## src/rtl/pipe_hazard_scoreboard_pkg.sv

```systemverilog
// Shared types and helpers for the pipeline hazard scoreboard.
// Entries store destination addresses zero-extended to ENTRY_AW bits.
package pipe_pkg;

  localparam int REG_AW_DEFAULT = 5;
  localparam int ENTRY_AW       = 8;
  localparam int FWD_REGFILE    = 0;

  typedef struct packed {
    logic                valid;
    logic [ENTRY_AW-1:0] dst;
    logic                is_load;
  } sb_entry_t;

  function automatic int sel_width(input int depth);
    return (depth < 2) ? 1 : $clog2(depth);
  endfunction

endpackage

```

## src/rtl/pipe_hazard_scoreboard_hazard_src_match.sv

```systemverilog
// Compares one ID source operand against the matchable scoreboard entries.
// It reports the youngest hit and whether that producer's result is still too young to forward.
module hazard_src_match
  import pipe_pkg::*;
#(
  parameter int REG_AW     = REG_AW_DEFAULT,
  parameter int DEPTH      = 3,
  parameter int LOAD_STAGE = 2,
  parameter int SW         = sel_width(DEPTH)
) (
  input  logic [REG_AW-1:0]          i_src,
  input  logic                       i_used,
  input  sb_entry_t [DEPTH-2:0]      i_entries,
  output logic                       o_hit,
  output logic [SW-1:0]              o_k,
  output logic                       o_too_early
);

  // Scan from oldest to youngest so the youngest matching producer wins.
  always_comb begin
    o_hit       = 1'b0;
    o_k         = '0;
    o_too_early = 1'b0;
    for (int k = DEPTH - 2; k >= 0; k--) begin
      if (i_used && i_entries[k].valid && (i_entries[k].dst == ENTRY_AW'(i_src))) begin
        o_hit       = 1'b1;
        o_k         = SW'(k);
        o_too_early = i_entries[k].is_load && ((k + 1) < LOAD_STAGE);
      end
    end
  end

endmodule

```

## src/rtl/pipe_hazard_scoreboard.sv

```systemverilog
// Hazard and forwarding controller for the in-order pipeline.
// It produces the load-use and branch stalls, the registered EX forward selects, and a stall counter.
module pipe_hazard_scoreboard
  import pipe_pkg::*;
#(
  parameter int REG_AW     = REG_AW_DEFAULT,
  parameter int NUM_SRC    = 2,
  parameter int DEPTH      = 3,
  parameter int LOAD_STAGE = 2,
  parameter int CNT_W      = 32,
  localparam int SW        = sel_width(DEPTH)
) (
  input  logic                      clk_i,
  input  logic                      rst_i,
  input  logic                      hold_i,
  input  logic                      flush_i,
  input  logic                      id_valid_i,
  input  logic [NUM_SRC*REG_AW-1:0] id_src_i,
  input  logic [NUM_SRC-1:0]        id_src_used_i,
  input  logic [REG_AW-1:0]         id_dst_i,
  input  logic                      id_wr_en_i,
  input  logic                      id_is_load_i,
  input  logic                      id_is_branch_i,
  output logic                      stall_o,
  output logic [NUM_SRC*SW-1:0]     fwd_sel_o,
  output logic [CNT_W-1:0]          stall_cnt_o
);

  // The WB stage gets no slot because the register file write already covers it.
  sb_entry_t [DEPTH-2:0]     r_sb;
  logic [NUM_SRC*SW-1:0]     r_fwd_sel;
  logic [CNT_W-1:0]          r_stall_cnt;

  sb_entry_t [DEPTH-2:0]     w_sb_next;
  sb_entry_t                 w_ins;
  logic [NUM_SRC-1:0]        w_hit;
  logic [NUM_SRC-1:0]        w_early;
  logic [NUM_SRC*SW-1:0]     w_k;
  logic [NUM_SRC*SW-1:0]     w_fwd_next;
  logic                      w_stall;
  logic                      w_bubble;

  for (genvar j = 0; j < NUM_SRC; j++) begin : g_src
    hazard_src_match #(
      .REG_AW     (REG_AW),
      .DEPTH      (DEPTH),
      .LOAD_STAGE (LOAD_STAGE),
      .SW         (SW)
    ) u_match (
      .i_src       (id_src_i[j*REG_AW +: REG_AW]),
      .i_used      (id_src_used_i[j]),
      .i_entries   (r_sb),
      .o_hit       (w_hit[j]),
      .o_k         (w_k[j*SW +: SW]),
      .o_too_early (w_early[j])
    );
  end

  assign w_stall  = id_valid_i & ~flush_i & ~hold_i &
                    ((|w_early) | (id_is_branch_i & (|w_hit)));
  assign w_bubble = w_stall | flush_i | ~id_valid_i;

  always_comb begin
    w_ins         = '0;
    w_ins.valid   = ~w_bubble & id_wr_en_i & (id_dst_i != '0);
    w_ins.dst     = ENTRY_AW'(id_dst_i);
    w_ins.is_load = id_is_load_i;
    w_sb_next     = r_sb;
    for (int k = DEPTH - 2; k > 0; k--) begin
      w_sb_next[k] = r_sb[k-1];
    end
    w_sb_next[0]  = w_ins;
  end

  // A producer found at stage k will be one stage further along when the consumer reaches EX.
  always_comb begin
    w_fwd_next = {NUM_SRC{SW'(FWD_REGFILE)}};
    if (!w_bubble) begin
      for (int j = 0; j < NUM_SRC; j++) begin
        if (w_hit[j]) begin
          w_fwd_next[j*SW +: SW] = w_k[j*SW +: SW] + SW'(1);
        end
      end
    end
  end

  always_ff @(posedge clk_i or negedge rst_i) begin
    if (!rst_i) begin
      r_sb        <= '0;
      r_fwd_sel   <= '0;
      r_stall_cnt <= '0;
    end else if (!hold_i) begin
      r_sb      <= w_sb_next;
      r_fwd_sel <= w_fwd_next;
      if (w_stall && (r_stall_cnt != '1)) begin
        r_stall_cnt <= r_stall_cnt + CNT_W'(1);
      end
    end
  end

  assign stall_o     = w_stall;
  assign fwd_sel_o   = r_fwd_sel;
  assign stall_cnt_o = r_stall_cnt;

endmodule
```

## config.mk

```make
export PLATFORM = sky130hd
export DESIGN_NAME = pipe_hazard_scoreboard
export DESIGN_NICKNAME = d
export VERILOG_FILES = /design/src/rtl/pipe_hazard_scoreboard_pkg.sv /design/src/rtl/pipe_hazard_scoreboard_hazard_src_match.sv /design/src/rtl/pipe_hazard_scoreboard.sv
export SDC_FILE = /design/constraint.sdc
export NUM_CORES = 1
export LEC_CHECK = 0
export ABC_AREA = 1
export BUFFER_PORTS_ARGS = -buffer_cell sky130_fd_sc_hd__buf_4
export CAP_MARGIN = 20
export CORE_MARGIN = 2
export CORE_UTILIZATION = 52
export DETAILED_ROUTE_END_ITERATION = 10
export HOLD_SLACK_MARGIN = 0.08
export PLACE_DENSITY = 0.75
export SLEW_MARGIN = 20
export SYNTH_ARGS = -nofsm -noshare
export SYNTH_HDL_FRONTEND = slang
export SYNTH_SLANG_ARGS = --single-unit
```

## constraint.sdc

```tcl
create_clock -name clk_i -period 2.3 [get_ports clk_i]
set_clock_uncertainty 0.05 [all_clocks]
set_input_delay 0.46 -clock clk_i [delete_from_list [all_inputs] [get_ports clk_i]]
set_output_delay 0.46 -clock clk_i [all_outputs]
set_load 0.005 [all_outputs]
```

Yosys cells after proc, flatten, opt, wreduce, memory -nomap -nowiden
Cells that the tools add are included.
{ "op_classes": {"add_sub_neg": 3, "n_eq_ne": 5, "n_mux": 13, "n_bitwise": 13, "n_reduce_logical": 13} }
{ "ops": {"columns": ["op", "n"], "rows": [
  ["adder 32 x 1 -> 32 bit, second input constant", 1],
  ["inequality test 32 bit, second input constant", 1],
  ["== test 5 bit", 4],
  ["2-to-1 mux 1 bit", 10],
  ["logical AND 1 bit", 9],
  ["bitwise AND 1 bit", 6],
  ["nonzero test 5 bit", 1],
  ["adder 2 x 1 -> 2 bit, second input constant", 2],
  ["2-to-1 mux 2 bit", 2],
  ["2-to-1 mux 4 bit", 1],
  ["NOT 1 bit", 4],
  ["OR reduction 2 bit", 2],
  ["bitwise OR 1 bit", 3],
  ["AND reduction 2 bit", 1]
]} }
{ "totals": {"ff_bits": 49} }

Longest topological paths before layout
Gate-level depths: netlist (run 1).
{ "depth": {"ltp_word": 13, "ltp_mapped": 12, "ltp_nobuf": 11} }

Modules after synthesis
A second synthesis (run 1) with hierarchy kept.
{ "unflattened": {"hier_cells": 589, "hier_area_um2": 3631.0} }
{ "by_module_without_submodules": {"columns": ["module", "instances", "cells_each", "area_per_inst_um2", "seq_area_each_um2"], "rows": [
  ["pipe_hazard_scoreboard", 1, 435, 2975.4, 1251.2],
  ["hazard_src_match", 2, 77, 327.8, 0.0]
]} }

Least setup slack after synthesis (run 1)
OpenSTA, ideal clock, no wires.
{ "synth_path": {"path_kind": "reg-to-reg", "from": "register r_stall_cnt[0] (netlist: stall_cnt_o[0])", "to": "register r_stall_cnt[10] (netlist: stall_cnt_o[10])", "setup_ps": 117, "t_arrival_ps": 1560, "t_required_ps": 2133, "setup_slack_ps": 573, "stages_incl_launch_ff": 10, "path_buffers": 1, "synth_period_minus_slack_ps": 1727, "path_cell_list": "dfrtp_1 > ha_1 > nand3_2 > inv_2 > nand2_2 > nor2_4 > nand2_2 > clkbuf_1 > nand4_1 > nand2_1"} }
{ "synth_via": {"elab_chain_len": 3} }
{ "synth_rtl": {"columns": ["item", "line_no", "source"], "rows": [
  ["start, declared", "pipe_hazard_scoreboard.sv:32", "logic [CNT_W-1:0] r_stall_cnt;"],
  ["start signal, assigned", "pipe_hazard_scoreboard.sv:96", "r_stall_cnt <= r_stall_cnt + CNT_W'(1);"],
  ["branches (longest 3 deep; another with adder 32 x 1 -> 32 bit)", null, null]
]} }
Parallel ways; which one is timed is not known.
A chain may end at the register's enable or synchronous reset.

Worst setup path after layout (run 1)
{ "layout_path": {"from": "register r_sb[3] (netlist name)", "to": "output stall_o"} }
{ "layout_via": {"elab_chain_len": 7} }
{ "layout_rtl": {"columns": ["item", "line_no", "source"], "rows": [
  ["start, declared", "pipe_hazard_scoreboard.sv:30", "sb_entry_t [DEPTH-2:0] r_sb;"],
  ["start signal, assigned", "pipe_hazard_scoreboard.sv:93", "r_sb <= w_sb_next;"],
  ["== test 5 bit", "pipe_hazard_scoreboard_hazard_src_match.sv:25", "if (i_used && i_entries[k].valid && (i_entries[k].dst == ENTRY_AW'(i_src))) begin"],
  ["logical AND 1 bit", "pipe_hazard_scoreboard_hazard_src_match.sv:25", null],
  ["2-to-1 mux 1 bit", "pipe_hazard_scoreboard_hazard_src_match.sv:25", null],
  ["OR reduction 2 bit", "pipe_hazard_scoreboard.sv:60", "((|w_early) | (id_is_branch_i & (|w_hit)));"],
  ["bitwise AND 1 bit", "pipe_hazard_scoreboard.sv:60", null],
  ["bitwise OR 1 bit (*)", "pipe_hazard_scoreboard.sv:60", null],
  ["bitwise AND 1 bit (*)", "pipe_hazard_scoreboard.sv:59", "assign w_stall = id_valid_i & ~flush_i & ~hold_i &"],
  ["end, declared", "pipe_hazard_scoreboard.sv:24", "output logic stall_o,"]
]} }
Every way passes the cells marked *; elsewhere a longest branch is shown, timed or not.

==> impl_metrics.tcl, run 1 <==
set metrics [dict create \
    outcome "finished clean" \
    die_height_um 83.8 \
    cts_setup_buffers 0 \
    synthFlopType "dfrtp_1" \
    synth_edf_count 0 \
    clk_path_buf_depth 2 \
    numPortBuffers 61 \
    synthTopCellsByCount "nand2_1, nor2_1, dfrtp_1" \
    nNetsFinal 597 \
    setup_tns_ns 0 \
    io_pins 62 \
    pre_cts_ws_ns 0.261 \
    cts_htree_levels 2 \
    dr.pass1.iters 4 \
    p_leak_nw 2.09 \
    max_freq_mhz 456 \
    rows 29 \
    synth_nets 535 \
    yosysWarnings 0 \
    numCtsBuffers 5 \
    clk_pin_slew_worst_paths_ns 0.10 \
    path_max_fanout 4 \
    drt_first_iter_violations 163 \
    ff2ff_setup_slack_ns 0.36 \
    antenna_found_initial 0 \
    drv_slew 0 \
    setup-violations-final 0 \
    yosysMostFrequentCell "nand2_1" \
    area_growth_pct 20.4 \
    synth.avg_cell_area_um2 6.51 \
    grt_pass1_wl_mm 15.4 \
    clock-sinks 49 \
    antenna_left 0 \
    worst_setup_path_start_kind "register" \
    powerDensity_nw_per_um2 460 \
    overflow 0 \
    placed_area_um2 3840 \
    maxCapViolCount 0 \
    crit_required_ns 1.79 \
    drive_above_1_share_pct 17.0 \
    stdcell_area_um2 3990 \
    yosys-top-cells-area "dfrtp_1, nand2_1, nor2_1" \
    yosysSeqAreaShare_pct 37.0 \
    fin_crit_sh_pct 95.4 \
    synth_cell_types 28 \
    netlist_area_um2 3310 \
    critPathArrivalTime_ns 1.68 \
    track_usage_pct 27.1 \
    core-area_um2 6240 \
    diodes 0 \
    fin_crit_ns 2.19 \
    grt_pass1_vias 3288 \
    dieWidth_um 83.8 \
    drt-wirelength-per-cell_um 14.2 \
    routed_wl_mm 9.25 \
    async_flop_share_pct 100 \
    clock_latency_ns 0.30 \
    synthDominantCellAreaShare_pct 37.0 \
    dieArea_um2 7030 \
    setup_slack_ns 0.106 \
    grt_start_max_net_pins 50 \
    place_hpwl_mm 6.95 \
    cts_tree "done" \
    drc 0 \
    tightest_slew_ns 0.636 \
    yosysTopAreaCell "dfrtp_1" \
    min_path_type "input pin to asynchronous set/reset pin" \
    vdd_drop_max_v 0.000341 \
    worst_setup_path_end_kind "primary output" \
    start_util_pct 53.1 \
    slew_headroom_pct 57.6 \
    criticalPathCategory "register to primary output" \
    viasPerCell 5.22 \
    rsz0062_at_grt "no" \
    cts_root_buf "clkbuf_8" \
    synthCells 509 \
    synth.ff_latch_count 49 \
    gp_congestion 0.977 \
    via_count 3391 \
    hold_viol_final 0 \
]
==> routing by layer <==
metal | share of wire [%] | vias to the layer above | GRT usage [%]
met2 | 51 | 82 | 48.4
met3 | 3.7 | 17 | 3.46
met1 | 43 | 1562 | 33.1
li1 | - | 1730 | -
met4 | 2.4 | 0 | 10.4
met5 | 0 | - | 0
==> final timing paths <==
| path | to | cells after the start | start |
|---|---|---|---|
| min in group clk_i | r_sb[0]$_DFFE_PN0N_ | 2 | id_is_load_i |
| hold reg to reg | fwd_sel_o[3]$_DFFE_PN0N_ | 2 | fwd_sel_o[3]$_DFFE_PN0N_ |
| setup reg to reg | stall_cnt_o[1]$_DFFE_PN0P_ | 9 | stall_cnt_o[1]$_DFFE_PN0P_ |
| max in group asynchronous | stall_cnt_o[22]$_DFFE_PN0P_ | 1 | rst_i |
| setup / recovery | stall_o | 7 | r_sb[3]$_DFFE_PN0N_ |
| hold / removal | r_sb[2]$_DFFE_PN0N_ | 1 | rst_i |
==> cells in the final DEF, fill, tap and decap left out, drive strengths merged, types with 3 or more instances in the layout <==
cell      n
xor2     12
nor2     72
nand2   240
nand3    11
clkbuf    5
dfrtp    49
a21oi     3
inv      36
xnor2     4
nand3b   13
o21ai    13
nand4    34
buf      70
==> cell families after synthesis <==
group | Yosys count | synth area share [%]
XOR/XNOR | 16 | 4.23
flip-flops | 49 | 37.0
buffers and inverters | 52 | 7.02
AND/OR/NAND/NOR | 372 | 48.1
adder cells (fa/ha/maj) | 1 | 0.377
multiplexers | 2 | 0.679
AO/OA/AOI/OAI | 17 | 2.64
==> layout make-up <==
class	instances	area [µm²]
Clock inverter	3	65.1
Clock buffer	5	68.8
Timing Repair Buffer	70	526
Tap cell	77	96.3
Inverter	37	139
Fill cell	607	2250
Multi-Input combinational cell	408	1870
Sequential cell	49	1230
==> stage by stage <==
stage	hold WS, ns	total power (W)	std cells	utilization, %
finish	0.114	0.00184	649	63.9
global route	0.170	0.00190	649	63.9
CTS	0.143	0.00184	649	63.7
detailed placement	0.424	0.00111	641	61.6
global placement	0.420	0.00110	641	61.6
floorplan	0.114	0.00102	509	-
==> power by group <==
group          internal, W  switching, W
clock             0.000432      0.000309
combinational    0.0000727      0.000116
sequential        0.000884     0.0000229
total              0.00139      0.000448
==> critical path, stage by stage, from the launching register on <==
cell	delay (ns)
dfrtp_1	0.43
xor2_1	0.17
nor2_1	0.19
nand3_2	0.14
nand2_1	0.08
nand2_1	0.09
a21oi_2	0.15
buf_4	0.12
==> state kept, by name (all words and copies together) (netlist names) <==
register and count:
fwd_sel_o 4, stall_cnt_o 32, r_sb 13
==> what timing repair did <==
action,CTS,global route
endpoints found under the hold margin,0,0
resized for setup,0,3
setup endpoints to repair,0,1
hold buffers,0,0
No activity file was read; power rests on OpenSTA's default activity.
==> inputs of run 2 (changes only) <==
--- a/config.mk
+++ b/config.mk
@@ -5,14 +5,13 @@
 export SDC_FILE = /design/constraint.sdc
 export NUM_CORES = 1
 export LEC_CHECK = 0
-export ABC_AREA = 1
 export BUFFER_PORTS_ARGS = -buffer_cell sky130_fd_sc_hd__buf_4
 export CAP_MARGIN = 20
 export CORE_MARGIN = 2
 export CORE_UTILIZATION = 52
 export DETAILED_ROUTE_END_ITERATION = 10
 export HOLD_SLACK_MARGIN = 0.08
-export PLACE_DENSITY = 0.75
+export PLACE_DENSITY = 0.78
 export SLEW_MARGIN = 20
 export SYNTH_ARGS = -nofsm -noshare
 export SYNTH_HDL_FRONTEND = slang
==> run 2 against run 1 <==
  * The run now ends with negative setup slack left
  * Total power decreased by 11%
  * Clock power decreased by 27%
  * Non-clock buffer count increased by 23
  * Sequential share of layout area increased by 3.9 points
  * Via count decreased by 39%
  * Final area decreased by 11%
  * Clock-buffer cell count increased by 1
  * Largest power group unchanged
==> impl_metrics.tcl, run 2 <==
set metrics [dict create \
    yosysTopAreaCell "dfrtp_1" \
    worst_setup_path_end_kind "register" \
    yosys-top-cells-area "dfrtp_1, xor2_1, mux2_2" \
    setup-violations-final 29 \
    placed_area_um2 3080 \
    numCtsBuffers 5 \
    nNetsFinal 340 \
    synthCells 218 \
    criticalPathCategory "register to register" \
    drive_above_1_share_pct 45.2 \
    synthFlopType "dfrtp_1" \
    place_hpwl_mm 3.98 \
    viasPerCell 5.61 \
    gp_congestion 0.856 \
    path_max_fanout 6 \
    synth.avg_cell_area_um2 11.2 \
    powerDensity_nw_per_um2 465 \
    async_flop_share_pct 100 \
    fill_cells 258 \
    dr.pass1.iters 4 \
    holdBufCountCts 0 \
    routed_wl_mm 6.30 \
    worst_setup_path_start_kind "register" \
    fin_crit_sh_pct 115 \
    drt_first_iter_violations 118 \
    cts_tree "done" \
    start_util_pct 55.2 \
    synth_nets 244 \
    setup_slack_ns -0.340 \
    synth_edf_count 0 \
    netlist_area_um2 2450 \
    cts_root_buf "clkbuf_8" \
    area_growth_pct 44.3 \
    min_path_type "input pin to asynchronous set/reset pin" \
    rsz0062_at_grt "yes" \
    setup_tns_ns -5.69 \
    synthDominantCellAreaShare_pct 50.0 \
    overflow 0 \
    clock-sinks 49 \
    core-area_um2 4440 \
    synthTopCellsByCount "dfrtp_1, xor2_1, nand2_1" \
    grt_pass1_wl_mm 9.45 \
    via_count 2054 \
    yosysMostFrequentCell "dfrtp_1" \
    antenna_left 0 \
    die_height_um 72.7 \
    cts_htree_levels 2 \
    stdcell_area_um2 3540 \
    diodes 0 \
    cp-startpoint "r_sb[2]$_DFFE_PN0N_" \
    clk_pin_slew_worst_paths_ns 0.09 \
    rows 24 \
    tightest_slew_ns 0.617 \
    crit_required_ns 2.48 \
    synth.ff_latch_count 49 \
    dieWidth_um 72.7 \
    vdd_drop_max_v 0.000421 \
    slew_headroom_pct 58.8 \
    outcome "complete, but fails checks" \
    dp.cells 342 \
    hold_viol_final 0 \
    largest_reg_flops 32 \
    drt-wirelength-per-cell_um 17.2 \
    layout_common_cells "buf_4, dfrtp_1, xor2_1" \
    layout_commonest_cell "buf_4" \
    clk_path_buf_depth 2 \
    drv_slew 0 \
    antenna_found_initial 0 \
    io_pins 62 \
    multi_input_area_um2 1390 \
    r2r_cells 10 \
    p_leak_nw 1.82 \
    violations "negative setup slack" \
    grt_pass1_vias 1991 \
    yosysSeqAreaShare_pct 50.0 \
    register_area_um2 1230 \
    ff2ff_setup_slack_ns -0.34 \
    critPathArrivalTime_ns 2.82 \
    yosysWarnings 0 \
    reg2reg_from "r_sb[2]$_DFFE_PN0N_" \
    fin_crit_ns 2.64 \
    max_freq_mhz 379 \
    numPortBuffers 61 \
    track_usage_pct 23.4 \
    drc 0 \
    grt_start_max_net_pins 50 \
    maxCapViolCount 0 \
    synth_cell_types 31 \
    r2r-end "stall_cnt_o[10]$_DFFE_PN0P_" \
    dieArea_um2 5280 \
    final_cell_count_no_fill 366 \
    pre_cts_ws_ns -0.295 \
    clock_latency_ns 0.31 \
    total_power_w 0.00164 \
]
[run 2: kinds of logic after synthesis]
logic type | Yosys count | share of synthesized area (%)
AND/OR/NAND/NOR | 85 | 20.2
XOR/XNOR | 50 | 17.9
flip-flops | 49 | 50.0
multiplexers | 14 | 6.43
AO/OA/AOI/OAI | 13 | 3.68
buffers and inverters | 6 | 1.28
adder cells (fa/ha/maj) | 1 | 0.510
[run 2: how the worst max path moves through the flow]
stage	endpoint	slack, ns
floorplan	stall_cnt_o[30]$_DFFE_PN0P_	0.10
global placement	stall_cnt_o[30]$_DFFE_PN0P_	-0.23
detailed placement	stall_cnt_o[15]$_DFFE_PN0P_	-0.29
CTS	stall_o	-0.22
global route	stall_cnt_o[10]$_DFFE_PN0P_	-0.50
finish	stall_cnt_o[10]$_DFFE_PN0P_	-0.34
[run 2: repair_timing]
action | 4_1_cts | 5_1_grt
gates resized for setup | 18 | 26
endpoints found under the setup margin | 26 | 33
setup buffers | 8 | 10
pin swaps | 16 | 28
[run 2: metrics by stage]
| stage | utilization, % | hold WS, ns |
|---|---|---|
| after floorplan | - | 0.114 |
| after global placement | 69.2 | 0.418 |
| after detailed placement | 69.2 | 0.425 |
| after CTS | 74.6 | 0.130 |
| after global routing | 79.6 | 0.145 |
| final | 79.6 | 0.0884 |
[run 2: layout make-up]
cell class,count,share of cell area (%)
Clock inverter,1,0.212
Multi-Input combinational cell,163,39.3
Inverter,2,0.212
Sequential cell,49,34.7
Tap cell,52,1.84
Clock buffer,6,2.34
Timing Repair Buffer,93,21.4
[run 2: routing by layer]
layer,track usage [%],routed length (µm),vias up
li1,-,-,959
met2,37.3,3210,68
met3,5.52,297,8
met4,8.02,70,0
met5,0,0,-
met1,31.4,2720,1019
[run 2: worst max-delay path: stages, from the launching register on]
cell	delay, ns
dfrtp_1	0.43
xor2_1	0.16
nor4_2	0.31
nand4_1	0.24
a41oi_2	0.28
buf_4	0.16
o211ai_1	0.15
clkbuf_16	0.22
buf_8	0.13
nor4b_4	0.23
xor2_1	0.19
[run 2: power by group]
part	switching, W	internal [W]
Sequential	0.0000350	0.000888
Combinational	0.0000828	0.0000987
Clock	0.000300	0.000238
Total	0.000418	0.00123
